$ cat src/rtl/time_keeper_if.sv
// Key/display bundle between the debouncers, time_keeper and the seven-segment driver.
interface time_keeper_if;
  logic        key_set;
  logic        key_sub;
  logic        key_add;
  logic [12:0] time_out;
  logic [5:0]  sec_out;
  logic [1:0]  mode;
  logic        sec_tick;

  modport slave (
    input  key_set, key_sub, key_add,
    output time_out, sec_out, mode, sec_tick
  );

  modport master (
    output key_set, key_sub, key_add,
    input  time_out, sec_out, mode, sec_tick
  );
endinterface

$ cat src/rtl/time_keeper.sv
// HH:MM:SS time-of-day counter with key-driven hour/minute setting.
// Optional hold-to-repeat on add/sub keys: TIME_KEEPER_AUTOREPEAT_EN.
module time_keeper #(
  parameter int unsigned CLK_FREQ      = 50_000_000,
  parameter int unsigned REPEAT_DELAY  = CLK_FREQ / 2,
  parameter int unsigned REPEAT_PERIOD = CLK_FREQ / 5
) (
  input  logic         clk,
  input  logic         rst,
  time_keeper_if.slave tk
);

  localparam int unsigned PW = (CLK_FREQ > 1) ? $clog2(CLK_FREQ) : 1;
  localparam logic [PW-1:0] PSC_TC = PW'(CLK_FREQ - 1);

  typedef enum logic [1:0] {
    RUN      = 2'b00,
    SET_HOUR = 2'b01,
    SET_MIN  = 2'b10
  } mode_e;

  mode_e         state_q, state_d;
  logic [2:0]    keys, hist_q, press_q;   // [2]=set [1]=sub [0]=add
  logic [PW-1:0] psc_q, psc_d;
  logic [5:0]    sec_q, sec_d;
  logic [5:0]    hour_q, hour_d;
  logic [6:0]    min_q, min_d;
  logic          tick_q, tick_d;
  logic          run_en, edit_hour, edit_min;
  logic          rpt_add, rpt_sub, step_up, step_dn;

  function automatic logic [5:0] hour_inc(input logic [5:0] h);
    if (h == 6'h23)       return '0;
    if (h[3:0] == 4'd9)   return {h[5:4] + 2'd1, 4'd0};
    return {h[5:4], h[3:0] + 4'd1};
  endfunction

  function automatic logic [5:0] hour_dec(input logic [5:0] h);
    if (h == 6'h00)       return 6'h23;
    if (h[3:0] == 4'd0)   return {h[5:4] - 2'd1, 4'd9};
    return {h[5:4], h[3:0] - 4'd1};
  endfunction

  function automatic logic [6:0] min_inc(input logic [6:0] m);
    if (m == 7'h59)       return '0;
    if (m[3:0] == 4'd9)   return {m[6:4] + 3'd1, 4'd0};
    return {m[6:4], m[3:0] + 4'd1};
  endfunction

  function automatic logic [6:0] min_dec(input logic [6:0] m);
    if (m == 7'h00)       return 7'h59;
    if (m[3:0] == 4'd0)   return {m[6:4] - 3'd1, 4'd9};
    return {m[6:4], m[3:0] - 4'd1};
  endfunction

  assign keys = {tk.key_set, tk.key_sub, tk.key_add};

  always_ff @(posedge clk or negedge rst) begin
    if (!rst) begin
      hist_q  <= '1;
      press_q <= '0;
    end else begin
      hist_q  <= keys;
      press_q <= hist_q & ~keys;
    end
  end

  always_ff @(posedge clk or negedge rst) begin
    if (!rst) state_q <= RUN;
    else      state_q <= state_d;
  end

  always_comb begin
    state_d = state_q;
    if (press_q[2]) begin
      case (state_q)
        RUN:      state_d = SET_HOUR;
        SET_HOUR: state_d = SET_MIN;
        default:  state_d = RUN;
      endcase
    end
  end

  // A set press on the same cycle masks both counting and editing.
  always_comb begin
    run_en    = (state_q == RUN)      && !press_q[2];
    edit_hour = (state_q == SET_HOUR) && !press_q[2];
    edit_min  = (state_q == SET_MIN)  && !press_q[2];
  end

`ifdef TIME_KEEPER_AUTOREPEAT_EN
  logic [31:0] rpt_q, rpt_d;
  logic        held, rpt_fire;

  // After the first repeat the counter is rewound so later steps come every REPEAT_PERIOD.
  always_comb begin
    held     = (state_q != RUN) && (hist_q[0] ^ hist_q[1]);
    rpt_fire = held && (rpt_q == 32'(REPEAT_DELAY));
    rpt_d    = '0;
    if (held && !press_q[2])
      rpt_d = rpt_fire ? 32'(REPEAT_DELAY - REPEAT_PERIOD + 1) : rpt_q + 32'd1;
  end

  always_ff @(posedge clk or negedge rst) begin
    if (!rst) rpt_q <= '0;
    else      rpt_q <= rpt_d;
  end

  assign rpt_add = rpt_fire & ~hist_q[0];
  assign rpt_sub = rpt_fire & ~hist_q[1];
`else
  localparam int unsigned UNUSED_RPT = REPEAT_DELAY + REPEAT_PERIOD;
  assign rpt_add = 1'b0;
  assign rpt_sub = 1'b0;
`endif

  assign step_up = (press_q[0] | rpt_add) & ~(press_q[1] | rpt_sub);
  assign step_dn = (press_q[1] | rpt_sub) & ~(press_q[0] | rpt_add);

  always_comb begin
    psc_d  = '0;
    sec_d  = '0;
    hour_d = hour_q;
    min_d  = min_q;
    tick_d = 1'b0;
    if (run_en) begin
      sec_d = sec_q;
      if (psc_q == PSC_TC) begin
        tick_d = 1'b1;
        if (sec_q == 6'd59) begin
          sec_d = '0;
          min_d = min_inc(min_q);
          if (min_q == 7'h59) hour_d = hour_inc(hour_q);
        end else begin
          sec_d = sec_q + 6'd1;
        end
      end else begin
        psc_d = psc_q + PW'(1);
      end
    end else if (edit_hour) begin
      if (step_up)      hour_d = hour_inc(hour_q);
      else if (step_dn) hour_d = hour_dec(hour_q);
    end else if (edit_min) begin
      if (step_up)      min_d = min_inc(min_q);
      else if (step_dn) min_d = min_dec(min_q);
    end
  end

  always_ff @(posedge clk or negedge rst) begin
    if (!rst) begin
      psc_q  <= '0;
      sec_q  <= '0;
      hour_q <= '0;
      min_q  <= '0;
      tick_q <= 1'b0;
    end else begin
      psc_q  <= psc_d;
      sec_q  <= sec_d;
      hour_q <= hour_d;
      min_q  <= min_d;
      tick_q <= tick_d;
    end
  end

  assign tk.time_out = {hour_q, min_q};
  assign tk.sec_out  = sec_q;
  assign tk.mode     = state_q;
  assign tk.sec_tick = tick_q;

endmodule

$ cat src/flat_wrapper.sv
// flat-port wrapper written by rule: the top's interface ports become plain ports
module time_keeper_flat 
#(
  parameter int unsigned CLK_FREQ      = 50_000_000,
  parameter int unsigned REPEAT_DELAY  = CLK_FREQ / 2,
  parameter int unsigned REPEAT_PERIOD = CLK_FREQ / 5
)
  (clk, rst, tk_key_set, tk_key_sub, tk_key_add, tk_time_out, tk_sec_out, tk_mode, tk_sec_tick);
  time_keeper_if tk_i ();
  input  logic clk;
  input  logic rst;
  input wire logic [$bits(tk_i.key_set)-1:0] tk_key_set;
  input wire logic [$bits(tk_i.key_sub)-1:0] tk_key_sub;
  input wire logic [$bits(tk_i.key_add)-1:0] tk_key_add;
  output wire logic [$bits(tk_i.time_out)-1:0] tk_time_out;
  output wire logic [$bits(tk_i.sec_out)-1:0] tk_sec_out;
  output wire logic [$bits(tk_i.mode)-1:0] tk_mode;
  output wire logic [$bits(tk_i.sec_tick)-1:0] tk_sec_tick;
  assign tk_i.key_set = tk_key_set;
  assign tk_i.key_sub = tk_key_sub;
  assign tk_i.key_add = tk_key_add;
  assign tk_time_out = tk_i.time_out;
  assign tk_sec_out = tk_i.sec_out;
  assign tk_mode = tk_i.mode;
  assign tk_sec_tick = tk_i.sec_tick;
  time_keeper #(.CLK_FREQ(CLK_FREQ), .REPEAT_DELAY(REPEAT_DELAY), .REPEAT_PERIOD(REPEAT_PERIOD)) u_core (.clk(clk), .rst(rst), .tk(tk_i));
endmodule
$ cat config.mk
export PLATFORM = sky130hd
export DESIGN_NAME = time_keeper_flat
export DESIGN_NICKNAME = d
export VERILOG_FILES = /design/src/rtl/time_keeper_if.sv /design/src/rtl/time_keeper.sv /design/src/flat_wrapper.sv
export SDC_FILE = /design/constraint.sdc
export NUM_CORES = 1
export LEC_CHECK = 0
export ABC_AREA = 1
export CAP_MARGIN = 20
export CORE_ASPECT_RATIO = 1.25
export CORE_UTILIZATION = 45
export CTS_CLUSTER_SIZE = 8
export DETAILED_ROUTE_END_ITERATION = 8
export DONT_BUFFER_PORTS = 1
export GPL_TIMING_DRIVEN = 0
export PLACE_DENSITY = 0.64
export SLEW_MARGIN = 20
export SYNTH_ARGS = -nofsm -noshare
export SYNTH_HDL_FRONTEND = slang
export SYNTH_SLANG_ARGS = --single-unit
$ cat constraint.sdc
create_clock -name clk -period 1.5 [get_ports clk]
set_input_delay 0.225 -clock clk [delete_from_list [all_inputs] [get_ports clk]]
set_output_delay 0.225 -clock clk [all_outputs]
set_load 0.02 [all_outputs]
==> results of run 1 <==
## critical path, delay by kind of cell, from the launching register on
kind                   cells  cell delay [ns]
AO/OA/AOI/OAI              1             0.20
flip-flops                 1             0.39
AND/OR/NAND/NOR            7             0.74
buffers and inverters      3             0.37
## worst paths after layout
path / slack, ns / depth (start not counted) / end
worst min-delay path: 0.41 / 2 / u_core.psc_q[17]
max in group asynchronous: 0.79 / 2 / u_core.hist_q[0]
worst max-delay path: -0.28 / 11 / u_core.min_q[5]
worst min register to register: 0.46 / 2 / u_core.press_q[1]
min in group clk: 0.46 / 2 / u_core.press_q[1]
worst max register to register: -0.28 / 11 / u_core.min_q[5]
## stage by stage
step	std cells	cell area [sq um]	TNS, ns	worst slack (ns)
floorplan	445	3361	-0.3485	-0.03067
global placement	535	3473	-8.436	-0.3048
detailed placement	535	3473	-10.04	-0.3474
CTS	575	4054	-4.085	-0.1479
global route	594	4459	-11.53	-0.3884
finish	594	4459	-7.424	-0.2786
## power by group through the flow
stage / clock network, mW / registers [mW] / logic, mW
3_3_place_gp: 0 / 2.18 / 1.71
4_1_cts: 1.08 / 2.17 / 2.09
6_report: 1.05 / 2.16 / 2.26
5_1_grt: 1.13 / 2.20 / 2.53
3_5_place_dp: 0 / 2.18 / 1.73
2_1_floorplan: 0 / 2.09 / 1.42
## synth_stat cells, types with 2 or more instances
cell	count
a21oi_1	18
or2_2	2
nor2_2	4
nand2_1	111
nand4_1	13
dfstp_2	3
o21ai_1	4
nand3b_1	4
o22ai_1	2
nand2_2	5
dfrtp_1	51
buf_2	3
xor2_1	7
ha_1	17
nor2_4	2
inv_1	56
nand3_1	36
o211ai_1	2
o21ai_0	20
clkbuf_1	2
xnor2_1	5
nor3_1	10
nor2_1	60
## final cells by class
class | count | area (sq um)
Fill cell | 596 | 2560
Sequential cell | 54 | 1374
Buffer | 7 | 80.08
Multi-Input combinational cell | 327 | 2097
Timing Repair Buffer | 51 | 447.9
Clock inverter | 2 | 38.79
Tap cell | 90 | 112.6
Clock buffer | 6 | 82.58
Inverter | 57 | 226.5
## sequential cells by signal (all words and copies together) (netlist names)
signal and flops:
u_core.hist_q 3, u_core.hour_q 6, u_core.min_q 7, u_core.press_q 3, u_core.psc_q 26, u_core.tk.mode 2
u_core.tk.sec_out 6, u_core.tk.sec_tick 1
## metal layers
| metal | vias to the layer above | wire, um | GRT usage [%] |
|---|---|---|---|
| met3 | 26 | 288 | 3.756 |
| met1 | 1483 | 3442 | 25.68 |
| met5 | - | 0 | 0 |
| met2 | 67 | 4617 | 40.67 |
| met4 | 0 | 321 | 8.262 |
| li1 | 1543 | - | - |
## timing repair
item / 4_1_cts / 5_1_grt
gates cloned: 3 / 0
setup endpoints to repair: 43 / 45
resized for setup: 54 / 89
buffers inserted: 24 / 19
endpoints found under the hold margin: 60 / 0
pin swaps: 19 / 18
hold buffers: 5 / 0
## logic make-up (layout without fill, tap and decap cells)
logic type | count (synthesis) | count (layout) | share of synthesized area, %
AND/OR/NAND/NOR | 249 | 249 | 33.35
buffers and inverters | 64 | 123 | 7.739
flip-flops | 54 | 54 | 41.08
AO/OA/AOI/OAI | 49 | 49 | 8.195
adder cells (fa/ha/maj) | 17 | 17 | 6.449
XOR/XNOR | 12 | 12 | 3.187
==> metrics.txt, run 1 <==
launching point of the worst reg2reg path u_core.psc_q[18]; EDFF count, synth 0; Leak 1.992 nW; CP most frequent cell nand2_1; total CTS buffers 5; RSZ-0062 raised after global routing yes; share of the synthesized area in the top cell type 38.69%; nets 525; share of power burned in registers 39.5%; Worst setup SP type flop; ANT nets after route 0; Crit Path Max Fanout 6; Pwr Total 5.477 mW; core footprint 0.007019 sq mm; total of max-cap violations 0; syn_nets 467; WHS 0.4077 ns; post-synthesis sequential area ratio 41.08%; row count 34; initial core utilization 46.99%; crit-path cells inv_1 -> nand2_1 -> nor2_2 -> nand2_1 -> nor2_2 -> nand2_2 -> o21bai_4 -> buf_6 -> buf_6 -> nand4_1 -> nand2_1; final period demand of the worst path 1.779 ns; initial antenna violation count 0; Avg Vias per Cell 5.251; PD cells 1228 mW/mm^2; CP Launch Point u_core.psc_q[18]; largest area contributor in the netlist dfrtp_1; GRT overflow 0; maximum number of pins on one net before global-route repair 55; Routed WL per cell 14.60 um; fmax 562.2 MHz; Mapped Area 0.003298 sq mm; Hold WC Path Type in2async; CTS tree built; required time of the worst setup path 1.75 ns; Synth cell types 31; Critical Path AT 2.03 ns; I/O pin cnt 27; sw frac 42.36%; total wire length 8.670 mm; Combinational Power Share 41.2%; top post-synthesis cells by area dfrtp_1 (39%), nand2_1 (13%), nor2_1 (6.8%); Mean Syn Cell Area 7.412 sq um; CP max stage delay 0.39 ns; Post-DP HPWL 5.222 mm; worst-margin pin slew 0.4314 ns; first-pass GRT wire length 13.53 mm; Fin. Hold Viols 0; CP max-delay cell dfrtp_1; drt initial violations 116; ys flop type dfrtp_1; asr flop ratio synth 100.0%; status finished with violations; fin worst setup slack -0.2786 ns; Die Height 97.72 um; Port Buffers 0; drt first pass iters 4; P_sw 2.320 mW; commonest non-fill, non-tap cell in the layout nand2_1; vias in the first global route 2959; Final Skew 0.01357 ns; Total Die Area 0.007677 sq mm; die width 78.57 um; Clock power frac 19.3%; DRC errors left 0; Slew Limit Headroom 71.02%; Clock Latency Late Sink 0.32 ns; Crit. End Element flop; ANT cells 0; share of cells above drive strength 1 37.10%; most frequent cells in the layout nand2_1 (84), inv_1 (47), nor2_1 (38); H-Tree Depth 2; final core utilization 63.53%; Clock Pin Slew Worst Setup and Hold Paths 0.11 ns; Post-Synthesis Cells 445; Root Buffer clkbuf_8; Synth Warn # 0; Area Overhead vs Synth 35.20%; Setup CP Type reg2reg; vias 3119; Worst VDD drop 871.7 uV; Final Max Tran Viols 0; flop and latch count out of synthesis 54; Clock Tree Buf Depth 2; Power Internal 3.157 mW; failing checks setup timing; Placer Congestion 0.8947; CTS Sinks 54; crit share post-route 118.6%; Global Route Usage Sum 22.32%; # setup viols final 43
Note: power is estimated with default switching activity, not from simulation.
==> run 2: changes to the inputs <==
--- a/config.mk
+++ b/config.mk
@@ -6,6 +6,7 @@
 export NUM_CORES = 1
 export LEC_CHECK = 0
 export ABC_AREA = 1
+export ABC_CLOCK_PERIOD_IN_PS = 1500
 export CAP_MARGIN = 20
 export CORE_ASPECT_RATIO = 1.25
 export CORE_UTILIZATION = 45
@@ -14,6 +15,7 @@
 export DONT_BUFFER_PORTS = 1
 export GPL_TIMING_DRIVEN = 0
 export PLACE_DENSITY = 0.64
+export REMOVE_ABC_BUFFERS = 1
 export SLEW_MARGIN = 20
 export SYNTH_ARGS = -nofsm -noshare
 export SYNTH_HDL_FRONTEND = slang
==> metrics.txt, run 2 (synthesized netlist as in run 1, its figures left out) <==
Leak 2.032 nW; Total Die Area 0.007677 sq mm; initial core utilization 46.99%; vias in the first global route 3183; vias 3147; drt initial violations 160; first-pass GRT wire length 14.15 mm; failing checks setup timing; core footprint 0.007019 sq mm; required time of the worst setup path 1.70 ns; I/O pin cnt 27; PD cells 1259 mW/mm^2; Critical R2R Capture u_core.hour_q[4]; Worst setup SP type flop; Area Overhead vs Synth 38.81%; ANT cells 0; CP max-delay cell dfrtp_1; share of cells above drive strength 1 37.45%; ANT nets after route 0; Clock Tree Buf Depth 2; # setup viols final 40; Largest register FFs 26; Critical Path AT 1.90 ns; total wire length 8.740 mm; total of max-cap violations 0; Crit Path Max Fanout 7; Fin. Hold Viols 0; commonest non-fill, non-tap cell in the layout nand2_1; worst-margin pin slew 0.4301 ns; Slew Limit Headroom 71.33%; status finished with violations; most frequent cells in the layout nand2_1 (82), inv_1 (49), buf_4 (42); Final Skew 0.01516 ns; Placer Congestion 0.8429; Hold WC Path Type in2async; Global Route Usage Sum 23.26%; Avg Vias per Cell 5.245; CTS tree built; total CTS buffers 5; Routed WL per cell 14.57 um; initial antenna violation count 0; launching point of the worst reg2reg path u_core.psc_q[8]; Largest Register u_core.psc_q; H-Tree Depth 2; Port Buffers 0; Post-Layout Inst Area 0.004578 sq mm; fmax 587.4 MHz; Post-DP HPWL 4.894 mm; maximum number of pins on one net before global-route repair 55; fin worst setup slack -0.2026 ns; Root Buffer clkbuf_8; nets 531; GRT overflow 0; Final Max Tran Viols 0; Crit. End Element flop; final core utilization 65.22%; Reg2Reg Setup Slack -0.20 ns; Clock Latency Late Sink 0.31 ns; TNS Setup -5.323 ns; Setup CP Type reg2reg; drt first pass iters 4; Clock Pin Slew Worst Setup and Hold Paths 0.11 ns; Die Height 97.72 um; crit-path cells inv_1 -> nand2_2 -> nor2_2 -> nand2_2 -> nor2_4 -> nand2_4 -> o21bai_4 -> buf_12 -> buf_12 -> nand2_4 -> nand2_1 -> nand2_1; area post-placement 0.003369 sq mm; DRC errors left 0; Worst VDD drop 1069 uV; die width 78.57 um; final period demand of the worst path 1.703 ns; biggest regs u_core.psc_q (26), u_core.min_q (7); CTS Sinks 54; Worst R2R Path Depth 12; CP max stage delay 0.40 ns; crit share post-route 113.5%; row count 34; WHS 0.4211 ns; RSZ-0062 raised after global routing yes
## run 2: changes by cell type in the layout (fill, tap and decap cells not counted), sizes merged
cell      previous run  this run
buf                 52        58
clkinvlp             0         3
clkbuf               8         7
inv                 58        56
## run 2: timing repair
item / 4_1_cts / 5_1_grt
gates cloned: 2 / 0
pin swaps: 29 / 21
endpoints found under the hold margin: 60 / 0
hold buffers: 5 / 0
setup endpoints to repair: 43 / 45
setup buffers: 43 / 14
resized for setup: 115 / 51
## run 2: worst max-delay path by stage
| stage | startpoint | endpoint | slack, ns | depth (start not counted) |
|---|---|---|---|---|
| final | u_core.psc_q[8] | u_core.hour_q[4] | -0.20 | 12 |
| after global routing | u_core.psc_q[10] | u_core.hour_q[4] | -0.28 | 12 |
| after CTS | u_core.psc_q[1] | u_core.hour_q[4] | -0.21 | 12 |
| after detailed placement | u_core.tk.mode[0] | u_core.psc_q[10] | -0.78 | 7 |
| after global placement | u_core.tk.mode[0] | u_core.psc_q[4] | -0.77 | 7 |
| after floorplan | u_core.min_q[1] | u_core.hour_q[2] | -0.22 | 9 |
## run 2: metal layers
layer,GRT usage [%],up-vias,wire [um]
met5,0,-,0
met4,8.120,0,123
met3,4.131,10,313
met2,43.61,66,4940
met1,25.72,1517,3364
li1,-,1554,-
## run 2: area by class of cell
type / instances / area, sq um
Multi-Input combinational cell: 327 / 2133
Timing Repair Buffer: 63 / 614.3
Timing Repair inverter: 1 / 7.507
Clock inverter: 2 / 37.54
Fill cell: 555 / 2441
Sequential cell: 54 / 1373
Tap cell: 90 / 112.6
Clock buffer: 6 / 72.57
Inverter: 57 / 227.7
## run 2: metrics by stage
step,worst slack (ns),cells,power [mW]
after floorplan,-0.2169,438,3.367
after global placement,-0.7695,528,3.699
after detailed placement,-0.7810,528,3.727
after CTS,-0.2080,586,5.489
after global routing,-0.2824,600,6.139
final,-0.2026,600,5.762
## run 2: power breakdown
part	switching [mW]	total, mW	internal [mW]
Combinational	1.39	2.55	1.16
Sequential	0.557	2.22	1.66
Clock	0.493	0.992	0.499
## run 2: critical path, delay by kind of cell (launching register included)
family / cells / cell delay, ns
buf+inv: 3 / 0.37
compound gates: 1 / 0.14
flops: 1 / 0.40
simple gates: 8 / 0.67
==> run 3: changes to the inputs <==
--- a/config.mk
+++ b/config.mk
@@ -5,7 +5,6 @@
 export SDC_FILE = /design/constraint.sdc
 export NUM_CORES = 1
 export LEC_CHECK = 0
-export ABC_AREA = 1
 export ABC_CLOCK_PERIOD_IN_PS = 1500
 export CAP_MARGIN = 20
 export CORE_ASPECT_RATIO = 1.25
==> metrics.txt, run 3 <==
status finished with violations; failing checks setup timing; Clock Latency Late Sink 0.31 ns; CTS tree built; Avg Vias per Cell 5.630; Root Buffer clkbuf_8; CP max stage delay 0.51 ns; RSZ-0062 raised after global routing yes; CP max-delay cell dfrtp_2; largest area contributor in the netlist dfrtp_1; most instantiated cells after synthesis dfrtp_1 (51), nor2_1 (44), nand2_1 (24); Largest Register u_core.psc_q; vias 2680; share of the synthesized area in the top cell type 39.81%; DR WL met2 4.214 mm; CTS Sinks 54; asr flop ratio synth 100.0%; post-synthesis sequential area ratio 42.27%; area post-placement 0.003269 sq mm; flop and latch count out of synthesis 54; Crit. End Element flop; met3 routed WL 305 um; M1 WL 3.117 mm; total CTS buffers 5; Reg2Reg Setup Slack -0.60 ns; fmax 475.3 MHz; fin worst setup slack -0.6040 ns; ys flop type dfrtp_1; initial core utilization 46.23%; ANT cells 0; Placer Congestion 0.7539; share of power burned in registers 33.9%; initial antenna violation count 0; Combinational Power Share 48.8%; drt initial violations 98; top post-synthesis cells by area dfrtp_1 (40%), ha_1 (6.6%), nor2_1 (5.2%); die width 77.49 um; ANT nets after route 0; total of max-cap violations 0; required time of the worst setup path 1.70 ns; final period demand of the worst path 2.104 ns; Power Internal 4.170 mW; # setup viols final 44; Synth cell types 61; Worst setup SP type flop; Post-Layout Inst Area 0.004353 sq mm; Crit Path Max Fanout 7; worst-margin pin slew 0.5045 ns; Synth Warn # 0; first-pass GRT wire length 12.37 mm; Global Route Usage Sum 21.31%; Worst VDD drop 847.3 uV; post-place setup slack -1.025 ns; P_sw 2.738 mW; Final Max Tran Viols 0; PD cells 1587 mW/mm^2; biggest regs u_core.psc_q (26), u_core.min_q (7); Clock power frac 17.3%; Final Skew 0.007855 ns; Routed WL per cell 16.40 um; sw frac 39.64%; Hold WC Path Type in2async; row count 34; maximum number of pins on one net before global-route repair 55; nets 407; drt first pass iters 4; EDFF count, synth 0; Port Buffers 0; Clock Tree Buf Depth 2; Setup CP Type reg2reg; Die Height 96.37 um; Area Overhead vs Synth 35.79%; Total Die Area 0.007467 sq mm; DRC errors left 0; Fin. Hold Viols 0; GRT overflow 0; crit share post-route 140.3%; total wire length 7.807 mm; Critical Path AT 2.31 ns; vias in the first global route 2675; share of cells above drive strength 1 40.16%; Top Layer Used met4; TNS Setup -18.13 ns; Largest register FFs 26; Slew Limit Headroom 66.37%; H-Tree Depth 2; final core utilization 62.78%; I/O pin cnt 27; core footprint 0.006934 sq mm; most frequent cells in the layout dfrtp_1 (40), buf_4 (30), nor2_1 (29); Clock Pin Slew Worst Setup and Hold Paths 0.10 ns; crit-path cells inv_2 -> ha_4 -> or3b_4 -> or3_4 -> o21ai_2 -> nand3_2 -> mux2_4; most common cell in the netlist dfrtp_1; Mean Syn Cell Area 9.803 sq um; Leak 1.817 nW; Mapped Area 0.003206 sq mm; Post-DP HPWL 4.306 mm; Post-Synthesis Cells 327; commonest non-fill, non-tap cell in the layout dfrtp_1
## run 3: cell count changes in the layout (fill, tap and decap cells not counted), moves of 11 or more
cell     delta
buf_4      -12
nor2_1     -11
inv_1      -40
buf_6      +13
nand2_1    -59
nand2_2    -24
## run 3: per-stage QoR
step | power (mW) | std cells | hold slack, ns
after floorplan | 3.576 | 316 | -0.07059
after global placement | 3.971 | 406 | -0.06953
after detailed placement | 4.080 | 408 | -0.06940
after CTS | 6.384 | 462 | -0.4138
after global routing | 7.314 | 476 | 0.4495
final | 6.908 | 476 | 0.4244
## run 3: power groups by stage
| stage | clock network [mW] | logic [mW] | registers (mW) |
|---|---|---|---|
| final | 1.20 | 3.37 | 2.34 |
| after global routing | 1.27 | 3.64 | 2.40 |
| after CTS | 1.22 | 2.86 | 2.31 |
| after detailed placement | 0 | 1.78 | 2.30 |
| after global placement | 0 | 1.68 | 2.30 |
| after floorplan | 0 | 1.38 | 2.20 |
## run 3: critical path, delay by kind of cell (launching register included)
family | cells | cell delay, ns
simple gates | 3 | 0.86
flops | 1 | 0.51
fa+ha+maj | 1 | 0.13
mux | 1 | 0.31
buf+inv | 1 | 0.11
compound gates | 1 | 0.08
## run 3: cells by family (layout without fill, tap and decap cells)
logic type	count (synthesis)	count (layout)	share of synthesized area, %
DFF	54	54	42.27
adders and majority gates	17	17	6.635
and+or+nand+nor	144	144	25.06
xor gates and xnor gates	24	24	6.557
AOI/OAI and AO/OA	50	50	11.16
buffers and inverters	25	84	4.098
muxes	13	13	4.215
## run 3: layout make-up
class	instances	area, sq um
Fill cell	528	2581
Multi-Input combinational cell	248	2064
Sequential cell	54	1369
Timing Repair Buffer	62	609.3
Tap cell	90	112.6
Clock buffer	6	82.58
Clock inverter	2	60.06
Inverter	14	55.05
## run 3: path summary, 6_finish.rpt
check / end / cells past startpoint / startpoint
setup / recovery: u_core.hour_q[4] / 7 / u_core.hour_q[0]
hold / removal: u_core.min_q[1] / 2 / rst
setup reg to reg: u_core.hour_q[4] / 7 / u_core.hour_q[0]
hold reg to reg: u_core.press_q[1] / 1 / u_core.hist_q[1]
max in group asynchronous: u_core.hist_q[0] / 2 / rst
min in group clk: u_core.hist_q[2] / 1 / tk_key_set
## run 3: what timing repair did
action	CTS	global route
hold buffers	3	2
endpoints found under the setup margin	45	45
endpoints found under the hold margin	60	54
pin swaps	26	20
setup buffers	43	18
gates resized for setup	82	46
cloned	1	0
## run 3: metal layers
layer  vias up  GRT usage, %
met5         -             0
met4         0         7.704
met3        18         4.739
met2        53         40.27
met1      1332         23.35
li1       1277             -
